## config.mk

```make
export PLATFORM = sky130hd
export DESIGN_NAME = mdu_seq_flat
export DESIGN_NICKNAME = d
export VERILOG_FILES = /design/src/rtl/mdu_seq_if.sv /design/src/rtl/mdu_seq.sv /design/src/flat_wrapper.sv
export SDC_FILE = /design/constraint.sdc
export NUM_CORES = 1
export LEC_CHECK = 0
export CORE_ASPECT_RATIO = 2
export CORE_MARGIN = 2
export CORE_UTILIZATION = 45
export DETAILED_ROUTE_END_ITERATION = 8
export PLACE_DENSITY = 0.83
export SKIP_CTS_REPAIR_TIMING = 1
export SYNTH_ARGS = -nofsm -noshare
export SYNTH_HDL_FRONTEND = slang
export SYNTH_SLANG_ARGS = --single-unit
```

## constraint.sdc

```tcl
create_clock -name clk -period 1.85 [get_ports clk]
set_clock_uncertainty 0.1 [all_clocks]
set_input_delay 0.2775 -clock clk [delete_from_list [all_inputs] [get_ports clk]]
set_output_delay 0.2775 -clock clk [all_outputs]
set_load 0.02 [all_outputs]
```

## src/rtl/mdu_seq_if.sv

```systemverilog
// mdu_seq_if: request, mthi/mtlo, shared-ALU and result signals of the multiply/divide sequencer.
// master: pipeline/ALU side (drives request, HI/LO write and alu_out).
// slave:  sequencer side (drives the ALU operands/op, busy, done, hi, lo).
interface mdu_seq_if;
  logic        start;
  logic [1:0]  md_op;
  logic [31:0] rs_val;
  logic [31:0] rt_val;
  logic        hilo_we;
  logic        hilo_sel;
  logic [31:0] hilo_wdata;
  logic [31:0] alu_src1;
  logic [31:0] alu_src2;
  logic [3:0]  alu_op;
  logic [31:0] alu_out;
  logic        busy;
  logic        done;
  logic [31:0] hi;
  logic [31:0] lo;
  modport master (
    output start, md_op, rs_val, rt_val, hilo_we, hilo_sel, hilo_wdata, alu_out,
    input  alu_src1, alu_src2, alu_op, busy, done, hi, lo
  );
  modport slave (
    input  start, md_op, rs_val, rt_val, hilo_we, hilo_sel, hilo_wdata, alu_out,
    output alu_src1, alu_src2, alu_op, busy, done, hi, lo
  );
endinterface

```

## src/rtl/mdu_seq.sv

```systemverilog
// mdu_seq: multi-cycle mult/multu/div/divu sequencer that borrows the shared ALU and owns HI/LO.
// Ports: clk; reset (sync, active-high); bus (mdu_seq_if.slave) carrying the request
//   (start, md_op, rs_val, rt_val), mthi/mtlo write (hilo_we, hilo_sel, hilo_wdata),
//   the shared ALU port (alu_src1/alu_src2/alu_op out, alu_out in) and busy, done, hi, lo.
// MDU_DIV_EN: define to build the divider; otherwise div/divu finish in one cycle with HI/LO unchanged.
module mdu_seq #(
  parameter int N_ITER = 32
) (
  input logic      clk,
  input logic      reset,
  mdu_seq_if.slave bus
);
  localparam int CW = $clog2(N_ITER + 1);
  typedef enum logic [3:0] {IDLE, PRE_A, PRE_B, ITER_A, ITER_B, POST_A, POST_B, POST_C, DONE} state_t;
  state_t state_q, state_d;
  // h: H (mult) / R (div), l: L / Q, m: M / D, s: partial sum of the current multiply step
  logic [31:0] h_q, h_d, l_q, l_d, m_q, m_d, s_q, s_d, hi_q, hi_d, lo_q, lo_d;
  logic [31:0] src1, src2, addend;
  logic [3:0]  op;
  logic [CW-1:0] cnt_q, cnt_d;
  // c: multiply carry-free flag reuse -> divide "lt" in ITER, low-word-zero in POST
  logic sgn_q, sgn_d, sa_q, sa_d, sb_q, sb_d, c_q, c_d, dv;
`ifdef MDU_DIV_EN
  logic div_q, div_d, msb_q, msb_d;
  assign dv = div_q;
`else
  assign dv = 1'b0;
`endif
  always_comb begin
    state_d = state_q;
    h_d = h_q;
    l_d = l_q;
    m_d = m_q;
    s_d = s_q;
    hi_d = hi_q;
    lo_d = lo_q;
    cnt_d = cnt_q;
    sgn_d = sgn_q;
    sa_d = sa_q;
    sb_d = sb_q;
    c_d = c_q;
`ifdef MDU_DIV_EN
    div_d = div_q;
    msb_d = msb_q;
`endif
    src1 = '0;
    src2 = '0;
    op = 4'd0;
    addend = l_q[0] ? m_q : '0;
    case (state_q)
      IDLE: begin
        if (bus.start) begin
          sgn_d = ~bus.md_op[0];
          sa_d = ~bus.md_op[0] & bus.rs_val[31];
          sb_d = ~bus.md_op[0] & bus.rt_val[31];
          cnt_d = '0;
          h_d = '0;
          s_d = '0;
          c_d = 1'b0;
          if (bus.md_op[1]) begin
`ifdef MDU_DIV_EN
            div_d = 1'b1;
            msb_d = 1'b0;
            l_d = bus.rs_val;
            m_d = bus.rt_val;
            if (bus.rt_val == '0) begin
              state_d = DONE;
              hi_d = bus.rs_val;
              lo_d = '1;
            end else begin
              state_d = bus.md_op[0] ? ITER_A : PRE_A;
            end
`else
            state_d = DONE;
`endif
          end else begin
`ifdef MDU_DIV_EN
            div_d = 1'b0;
`endif
            l_d = bus.rt_val;
            m_d = bus.rs_val;
            state_d = bus.md_op[0] ? ITER_A : PRE_A;
          end
        end else if (bus.hilo_we) begin
          if (bus.hilo_sel) hi_d = bus.hilo_wdata;
          else lo_d = bus.hilo_wdata;
        end
      end
      // PRE_A negates the rs operand, PRE_B the rt operand, each only if negative
      PRE_A: begin
        op = 4'd1;
        src2 = dv ? l_q : m_q;
        if (sa_q) begin
          if (dv) l_d = bus.alu_out;
          else m_d = bus.alu_out;
        end
        state_d = PRE_B;
      end
      PRE_B: begin
        op = 4'd1;
        src2 = dv ? m_q : l_q;
        if (sb_q) begin
          if (dv) m_d = bus.alu_out;
          else l_d = bus.alu_out;
        end
        state_d = ITER_A;
      end
      ITER_A: begin
`ifdef MDU_DIV_EN
        if (div_q) begin
          op = 4'd7;
          src1 = {h_q[30:0], l_q[31]};
          src2 = m_q;
          c_d = bus.alu_out[0];
          h_d = src1;
          msb_d = h_q[31];
          l_d = {l_q[30:0], 1'b0};
        end else
`endif
        begin
          src1 = h_q;
          src2 = addend;
          s_d = bus.alu_out;
        end
        state_d = ITER_B;
      end
      ITER_B: begin
`ifdef MDU_DIV_EN
        if (div_q) begin
          op = 4'd1;
          src1 = h_q;
          src2 = m_q;
          // 33-bit partial remainder {msb,R} >= D: subtract and set quotient bit
          if (msb_q | ~c_q) begin
            h_d = bus.alu_out;
            l_d[0] = 1'b1;
          end
        end else
`endif
        begin
          // sltu(S, addend) recovers the carry out of the ITER_A add
          op = 4'd7;
          src1 = s_q;
          src2 = addend;
          h_d = {bus.alu_out[0], s_q[31:1]};
          l_d = {s_q[0], l_q[31:1]};
        end
        cnt_d = cnt_q + 1'b1;
        if (cnt_q == CW'(N_ITER - 1)) state_d = sgn_q ? POST_A : DONE;
        else state_d = ITER_A;
      end
      // 64-bit negate of {H,L} is {~H + (L==0), 0-L}; divide negates Q here as well
      POST_A: begin
        op = 4'd1;
        src2 = l_q;
        if (sa_q ^ sb_q) begin
          l_d = bus.alu_out;
          c_d = l_q == '0;
        end
        state_d = POST_B;
      end
      POST_B: begin
        op = dv ? 4'd1 : 4'd5;
        src1 = dv ? '0 : h_q;
        src2 = dv ? h_q : '0;
        if (dv ? sa_q : sa_q ^ sb_q) h_d = bus.alu_out;
        state_d = POST_C;
      end
      POST_C: begin
        if (!dv) begin
          src1 = h_q;
          src2 = {31'b0, c_q};
          if (sa_q ^ sb_q) h_d = bus.alu_out;
        end
        state_d = DONE;
      end
      DONE: state_d = IDLE;
      default: state_d = IDLE;
    endcase
    if (state_q inside {ITER_B, POST_C} && state_d == DONE) begin
      hi_d = h_d;
      lo_d = l_d;
    end
  end
  always_ff @(posedge clk) begin
    if (reset) begin
      state_q <= IDLE;
      h_q <= '0;
      l_q <= '0;
      m_q <= '0;
      s_q <= '0;
      hi_q <= '0;
      lo_q <= '0;
      cnt_q <= '0;
      sgn_q <= 1'b0;
      sa_q <= 1'b0;
      sb_q <= 1'b0;
      c_q <= 1'b0;
`ifdef MDU_DIV_EN
      div_q <= 1'b0;
      msb_q <= 1'b0;
`endif
    end else begin
      state_q <= state_d;
      h_q <= h_d;
      l_q <= l_d;
      m_q <= m_d;
      s_q <= s_d;
      hi_q <= hi_d;
      lo_q <= lo_d;
      cnt_q <= cnt_d;
      sgn_q <= sgn_d;
      sa_q <= sa_d;
      sb_q <= sb_d;
      c_q <= c_d;
`ifdef MDU_DIV_EN
      div_q <= div_d;
      msb_q <= msb_d;
`endif
    end
  end
  assign bus.alu_src1 = src1;
  assign bus.alu_src2 = src2;
  assign bus.alu_op = op;
  assign bus.busy = state_q != IDLE;
  assign bus.done = state_q == DONE;
  assign bus.hi = hi_q;
  assign bus.lo = lo_q;
endmodule

```

## src/flat_wrapper.sv

```systemverilog
// flat-port wrapper written by rule: the top's interface ports become plain ports
module mdu_seq_flat 
#(
  parameter int N_ITER = 32
)
  (clk, reset, bus_start, bus_md_op, bus_rs_val, bus_rt_val, bus_hilo_we, bus_hilo_sel, bus_hilo_wdata, bus_alu_out, bus_alu_src1, bus_alu_src2, bus_alu_op, bus_busy, bus_done, bus_hi, bus_lo);
  mdu_seq_if bus_i ();
  input logic clk;
  input logic reset;
  input wire logic [$bits(bus_i.start)-1:0] bus_start;
  input wire logic [$bits(bus_i.md_op)-1:0] bus_md_op;
  input wire logic [$bits(bus_i.rs_val)-1:0] bus_rs_val;
  input wire logic [$bits(bus_i.rt_val)-1:0] bus_rt_val;
  input wire logic [$bits(bus_i.hilo_we)-1:0] bus_hilo_we;
  input wire logic [$bits(bus_i.hilo_sel)-1:0] bus_hilo_sel;
  input wire logic [$bits(bus_i.hilo_wdata)-1:0] bus_hilo_wdata;
  input wire logic [$bits(bus_i.alu_out)-1:0] bus_alu_out;
  output wire logic [$bits(bus_i.alu_src1)-1:0] bus_alu_src1;
  output wire logic [$bits(bus_i.alu_src2)-1:0] bus_alu_src2;
  output wire logic [$bits(bus_i.alu_op)-1:0] bus_alu_op;
  output wire logic [$bits(bus_i.busy)-1:0] bus_busy;
  output wire logic [$bits(bus_i.done)-1:0] bus_done;
  output wire logic [$bits(bus_i.hi)-1:0] bus_hi;
  output wire logic [$bits(bus_i.lo)-1:0] bus_lo;
  assign bus_i.start = bus_start;
  assign bus_i.md_op = bus_md_op;
  assign bus_i.rs_val = bus_rs_val;
  assign bus_i.rt_val = bus_rt_val;
  assign bus_i.hilo_we = bus_hilo_we;
  assign bus_i.hilo_sel = bus_hilo_sel;
  assign bus_i.hilo_wdata = bus_hilo_wdata;
  assign bus_i.alu_out = bus_alu_out;
  assign bus_alu_src1 = bus_i.alu_src1;
  assign bus_alu_src2 = bus_i.alu_src2;
  assign bus_alu_op = bus_i.alu_op;
  assign bus_busy = bus_i.busy;
  assign bus_done = bus_i.done;
  assign bus_hi = bus_i.hi;
  assign bus_lo = bus_i.lo;
  mdu_seq #(.N_ITER(N_ITER)) u_core (.clk(clk), .reset(reset), .bus(bus_i));
endmodule
```

# == Yosys cells after proc, flatten, opt, wreduce, memory -nomap -nowiden ==
# Index checks and enable logic that the tools add are counted.
# op_classes
bitwise,4
n_mux,39
eq_ne,16
add_sub_neg,1
reduce_logical,24
# ops
operator,count
$mux W32,21
$pmux W32 S4,2
$pmux W32 S2,3
$pmux W32 S3,1
$logic_not A32 Y1,1
$pmux W4 S8,1
$eq A4 B3 Y1 const B,4
$mux W4,4
$reduce_bool A2 Y1,8
$pmux W6 S2,1
$reduce_and A4 Y1,3
$pmux W3 S3,1
$eq A4 B2 Y1 const B,2
$eq A4 B4 Y1 const B,2
$ne A2 B1 Y1 const B,4
$add A6 B1 Y6 const B,1
$eq A6 B5 Y1 const B,1
$mux W6,1
$reduce_and A2 Y1,3
$reduce_or A2 Y1,3
$reduce_or A3 Y1,2
$eq A4 B1 Y1 const B,1
$logic_not A4 Y1,1
$ne A2 B2 Y1 const B,2
other kinds (9),11
# totals
register_bits,206
elab_cells,96
in_bits,135

# == Logic depth before layout (Yosys ltp) ==
# depth
depth_word,8
mapped_depth,9

# == Worst setup path before layout ==
# Ideal clock, no wire load.
# synth_path
path_kind,register -> output
start,reg u_core.state_q[0]
end,out bus_alu_src2[11]
path_buffers,2
t_arrival_ns,1.806
t_required_ns,1.472
stages_incl_launch_ff,6
path_slack_ns,-0.334
cell_sequence,dfxtp_1 clkbuf_1 or3b_2 a21oi_1 clkbuf_1 a22o_1
# synth_via
elab_chain_cells,3
word_cells_on_any_way,9
# synth_lines
element,line_no,rtl
from (decl),mdu_seq.sv:15,"state_t state_q, state_d;"
from (signal assigned),mdu_seq.sv:204,state_q <= state_d;
$eq A4 B2 Y1 / $eq A4 B3 Y1 (equally long branches),mdu_seq.sv:50,case (state_q)
$reduce_or A2 Y1 (no line),--,
$pmux W32 S4 *,mdu_seq.sv:50,
to (decl),flat_wrapper.sv:19,output wire logic [$bits(bus_i.alu_src2)-1:0] bus_alu_src2;
# Mark *: on every way between the ends. The rest lies on a longest branch, timed or not.

# == Worst setup path after layout ==
# layout_path
start,reg u_core.state_q[0]
end,out bus_alu_src2[4]
# Same word-level chain as after synthesis.

==> run_results.csv <==
group,metric,value,unit
grt,grtUsageTotal,36.4,%
synthesis,ys.flop_type,"sky130_fd_sc_hd__dfxtp_1",
timing,post-route-period-util,133,%
floorplan,placementRows,78,
floorplan,floorplan.die_area,24500,um^2
power,power.share.sequential,38.5,%
synthesis,ys_async_sr_fraction,0,%
timing,fmax,406,MHz
place,placement.setup.worst_slack,-0.607,ns
worst_setup_path,cp_slowest_cell,"sky130_fd_sc_hd__dfxtp_4",
worst_setup_path,worst_r2r_path_depth,7,
cells_and_area,final.fill_count,1568,
place,numPortBuffers,267,
synthesis,synth_largest_type_area_fraction,39.6,%
worst_setup_path,cp-start-kind,"register",
power,totalPowerFinal,12.7,mW
worst_setup_path,worstPathMaxFanout,6,
clocking,clkTransAtPathRegs,0.07,ns
outcome,failed_checks,"negative setup slack",
clocking,cts-root-buf,"sky130_fd_sc_hd__clkbuf_16",
floorplan,ioPinCount,269,
place,detailedPlacementHpwl,33600,um
drt,drcViolationCount,0,
worst_setup_path,ordered_list_of_cells_on_the_worst_path,"or2_1 > nand2b_4 > inv_8 > o21ai_4 > nand2b_4 > buf_6 > a22o_4 > clkbuf_2",
place,placed_cell_area,15100,um^2
grt,first_global_vias,12500,
job,max-cap-violations,0,
clocking,h_tree_levels,1,
timing,report.final.slew_viol_count,0,
power,powerDensity,761,nW/um^2
cells_and_area,drive_above_1_share,29.0,%
power,share_clk_of_total_power,34.6,%
drt,post_drt_wl_per_cell,26.7,um
clocking,clock_tree_from_tritoncts,"done",
synthesis,synthesis.nets,1336,
worst_setup_path,critPathRequiredTime,1.47,ns
synthesis,synth-warning-count,0,
worst_setup_path,critical_path_arrival,2.09,ns
timing,setup_violations,304,
power,power.switching,3.93,mW
drt,detailedRoute.firstIterationViolations,1288,
clocking,clock_sinks,206,
synthesis,postSynthCellCount,1200,
timing,slew-limit-headroom,52.9,%
timing,final_hold_vios,0,
synthesis,synth_top_cells_by_area,"sky130_fd_sc_hd__dfxtp_1, sky130_fd_sc_hd__a221oi_1, sky130_fd_sc_hd__mux2i_1",
synthesis,post_synth.cell_area_avg,8.68,um^2
synthesis,synth.largest_area_cell,"sky130_fd_sc_hd__dfxtp_1",
power,p_comb_share,26.9,%
clocking,clock_path_buffers,3,
cells_and_area,final_net_count,1710,
worst_setup_path,timing.critical_path.to_type,"primary output",
power,power.static_leakage,6.63,nW
hold_path,whs_path_depth,2,
drt,wl,49900,um
floorplan,initial_core_util,45.8,%
drt,drt_pass_1_iters,5,
floorplan,dieWidth,112,um
timing,timing_worst_slew_pin_value,0.706,ns
grt,grt_remaining_overflow,0,
grt,first_pass_grt_wire_length,69900,um
synthesis,yosys.cell_types.count,58,
worst_setup_path,max_stage_delay_on_crit_path,0.36,ns
synthesis,synth.top_cells.by_count,"sky130_fd_sc_hd__dfxtp_1, sky130_fd_sc_hd__a221oi_1, sky130_fd_sc_hd__nor2_1, sky130_fd_sc_hd__clkbuf_1, sky130_fd_sc_hd__nand2_1",
grt,largest_net_degree_at_the_start_of_global_routing,67,
cells_and_area,finalCoreUtilization,73.2,%
timing,rsz0062_at_grt,"yes",
worst_setup_path,critPathKind,"reg2out",
worst_setup_path,rrSetupSlack,-0.54,ns
drt,detail-route-antenna-nets,0,
power,cell_internal_pwr,8.75,mW
cells_and_area,final_area,16700,um^2
grt,grt_antenna_before_repair,0,
timing,period_minus_slack,2.46,ns
drt,viasPerCell,6.82,
synthesis,seq_area_frac_synth,39.6,%
worst_setup_path,cpMostUsedCell,"sky130_fd_sc_hd__nand2b_4",
floorplan,fp.dieH,219,um
floorplan,core,22700,um^2
clocking,clk_latency,0.50,ns
clocking,cts_buffers,20,
timing,postLayoutSetupSlackWorst,-0.614,ns
synthesis,synth_edf_count,0,
synthesis,netlist_area,10400,um^2
outcome,status,"finished, violations left",
cells_and_area,flow.area_growth_from_synthesis,59.8,%
cells_and_area,insertedDiodeCount,0,
hold_path,min-delay-path-class,"in2reg",
power,power.share.switching,31.0,%
power,vdd_drop_max,845,uV
synthesis,ys_ff_latch,206,
place,gp_congestion,0.941,
drt,vias,12700,
synthesis,yosys.cell_count.top_type,"sky130_fd_sc_hd__dfxtp_1",
-- worst paths after layout --
check,end,from
max,bus_alu_src2[4],u_core.state_q[0]$_SDFF_PP0_
min,u_core.h_q[19]$_SDFF_PP0_,reset
max reg2reg,u_core.m_q[24]$_SDFFE_PP0P_,u_core.state_q[1]$_SDFF_PP0_
min reg2reg,u_core.s_q[1]$_SDFFE_PP0P_,u_core.s_q[1]$_SDFFE_PP0P_
-- through the flow --
| step | cells | TNS (ns) | hold slack [ns] |
|---|---|---|---|
| floorplan | 1200 | -1.52 | 0.273 |
| finish | 1868 | -92.74 | 0.107 |
| global placement | 1799 | -83.92 | 0.349 |
| global route | 1868 | -108.46 | 0.122 |
| detailed placement | 1799 | -90.44 | 0.356 |
| CTS | 1835 | -128.44 | 0.0841 |
-- sequential cells by signal (all words and copies together) (netlist names) --
register / count
u_core.bus.hi: 32
u_core.bus.lo: 32
u_core.h_q: 32
u_core.l_q: 32
u_core.m_q: 32
u_core.s_q: 32
u_core.cnt_q: 6
u_core.state_q: 4
u_core.c_q: 1
u_core.sa_q: 1
u_core.sb_q: 1
u_core.sgn_q: 1
-- critical path: cells and delay by family, from the launching register on --
family,cells,cell delay [ns]
AO/OA/AOI/OAI,2,0.18
buffers and inverters,3,0.42
flip-flops,1,0.36
AND/OR/NAND/NOR,3,0.61
-- per-layer routing --
layer | GRT usage (%) | vias to the layer above | wire, um
met4 | 29.8 | 0 | 4990
li1 | - | 5392 | -
met3 | 4.81 | 326 | 4560
met2 | 64.7 | 1052 | 24400
met5 | 0 | - | 0
met1 | 37.8 | 5972 | 15900
-- power groups by stage --
stage	Clock (mW)	Sequential (mW)	Combinational, mW
floorplan	0	4.96	1.43
global placement	0	4.96	2.82
CTS	4.40	4.86	2.90
detailed placement	0	4.96	2.87
global route	4.54	4.89	3.53
finish	4.38	4.88	3.41
-- placed cells by master (no fill, tap or decap), types with 4 or more instances in the layout --
cell type,netlist,routed
sky130_fd_sc_hd__dfxtp_1,206,199
sky130_fd_sc_hd__clkdlybuf4s50_1,0,197
sky130_fd_sc_hd__buf_4,13,168
sky130_fd_sc_hd__nor2_1,106,103
sky130_fd_sc_hd__a221oi_1,127,86
sky130_fd_sc_hd__nand2_1,75,74
sky130_fd_sc_hd__a211oi_1,68,68
sky130_fd_sc_hd__and3_1,66,66
sky130_fd_sc_hd__mux2i_1,65,65
sky130_fd_sc_hd__buf_6,0,60
sky130_fd_sc_hd__a21oi_1,44,43
sky130_fd_sc_hd__a221oi_2,0,37
sky130_fd_sc_hd__nand3_1,36,36
sky130_fd_sc_hd__a22o_4,0,32
sky130_fd_sc_hd__a21o_1,31,31
sky130_fd_sc_hd__a311oi_1,33,31
sky130_fd_sc_hd__a31oi_1,31,31
sky130_fd_sc_hd__clkbuf_16,0,31
sky130_fd_sc_hd__buf_12,0,31
sky130_fd_sc_hd__o21ai_0,35,29
sky130_fd_sc_hd__and2_4,0,25
sky130_fd_sc_hd__clkbuf_2,4,15
sky130_fd_sc_hd__and2_1,35,10
sky130_fd_sc_hd__nor4_1,8,8
sky130_fd_sc_hd__nand4_1,5,5
sky130_fd_sc_hd__nor3_1,7,5
sky130_fd_sc_hd__clkbuf_8,0,5
sky130_fd_sc_hd__clkinv_2,0,5
sky130_fd_sc_hd__buf_8,0,5
sky130_fd_sc_hd__inv_1,5,4
sky130_fd_sc_hd__a221oi_4,0,4
sky130_fd_sc_hd__buf_2,39,4
sky130_fd_sc_hd__dfxtp_2,0,4
-- final cells by class --
class	instances	area, um^2	area share [%]
Inverter	6	32.5	0.195
Clock buffer	28	602	3.61
Tap cell	280	350	2.10
Timing Repair Buffer	490	4950	29.7
Clock inverter	8	93.8	0.564
Multi-Input combinational cell	850	6480	38.9
Sequential cell	206	4140	24.9
-- cell families after synthesis --
kind of cell / share of synthesized area, %
AOI/OAI and AO/OA: 30.4
xor gates and xnor gates: 0.168
adders and majority gates: 0.120
buffers and inverters: 6.17
DFF: 39.6
muxes: 6.24
other: 0.0360
and+or+nand+nor: 17.3
(Power assumes the default switching activity.)
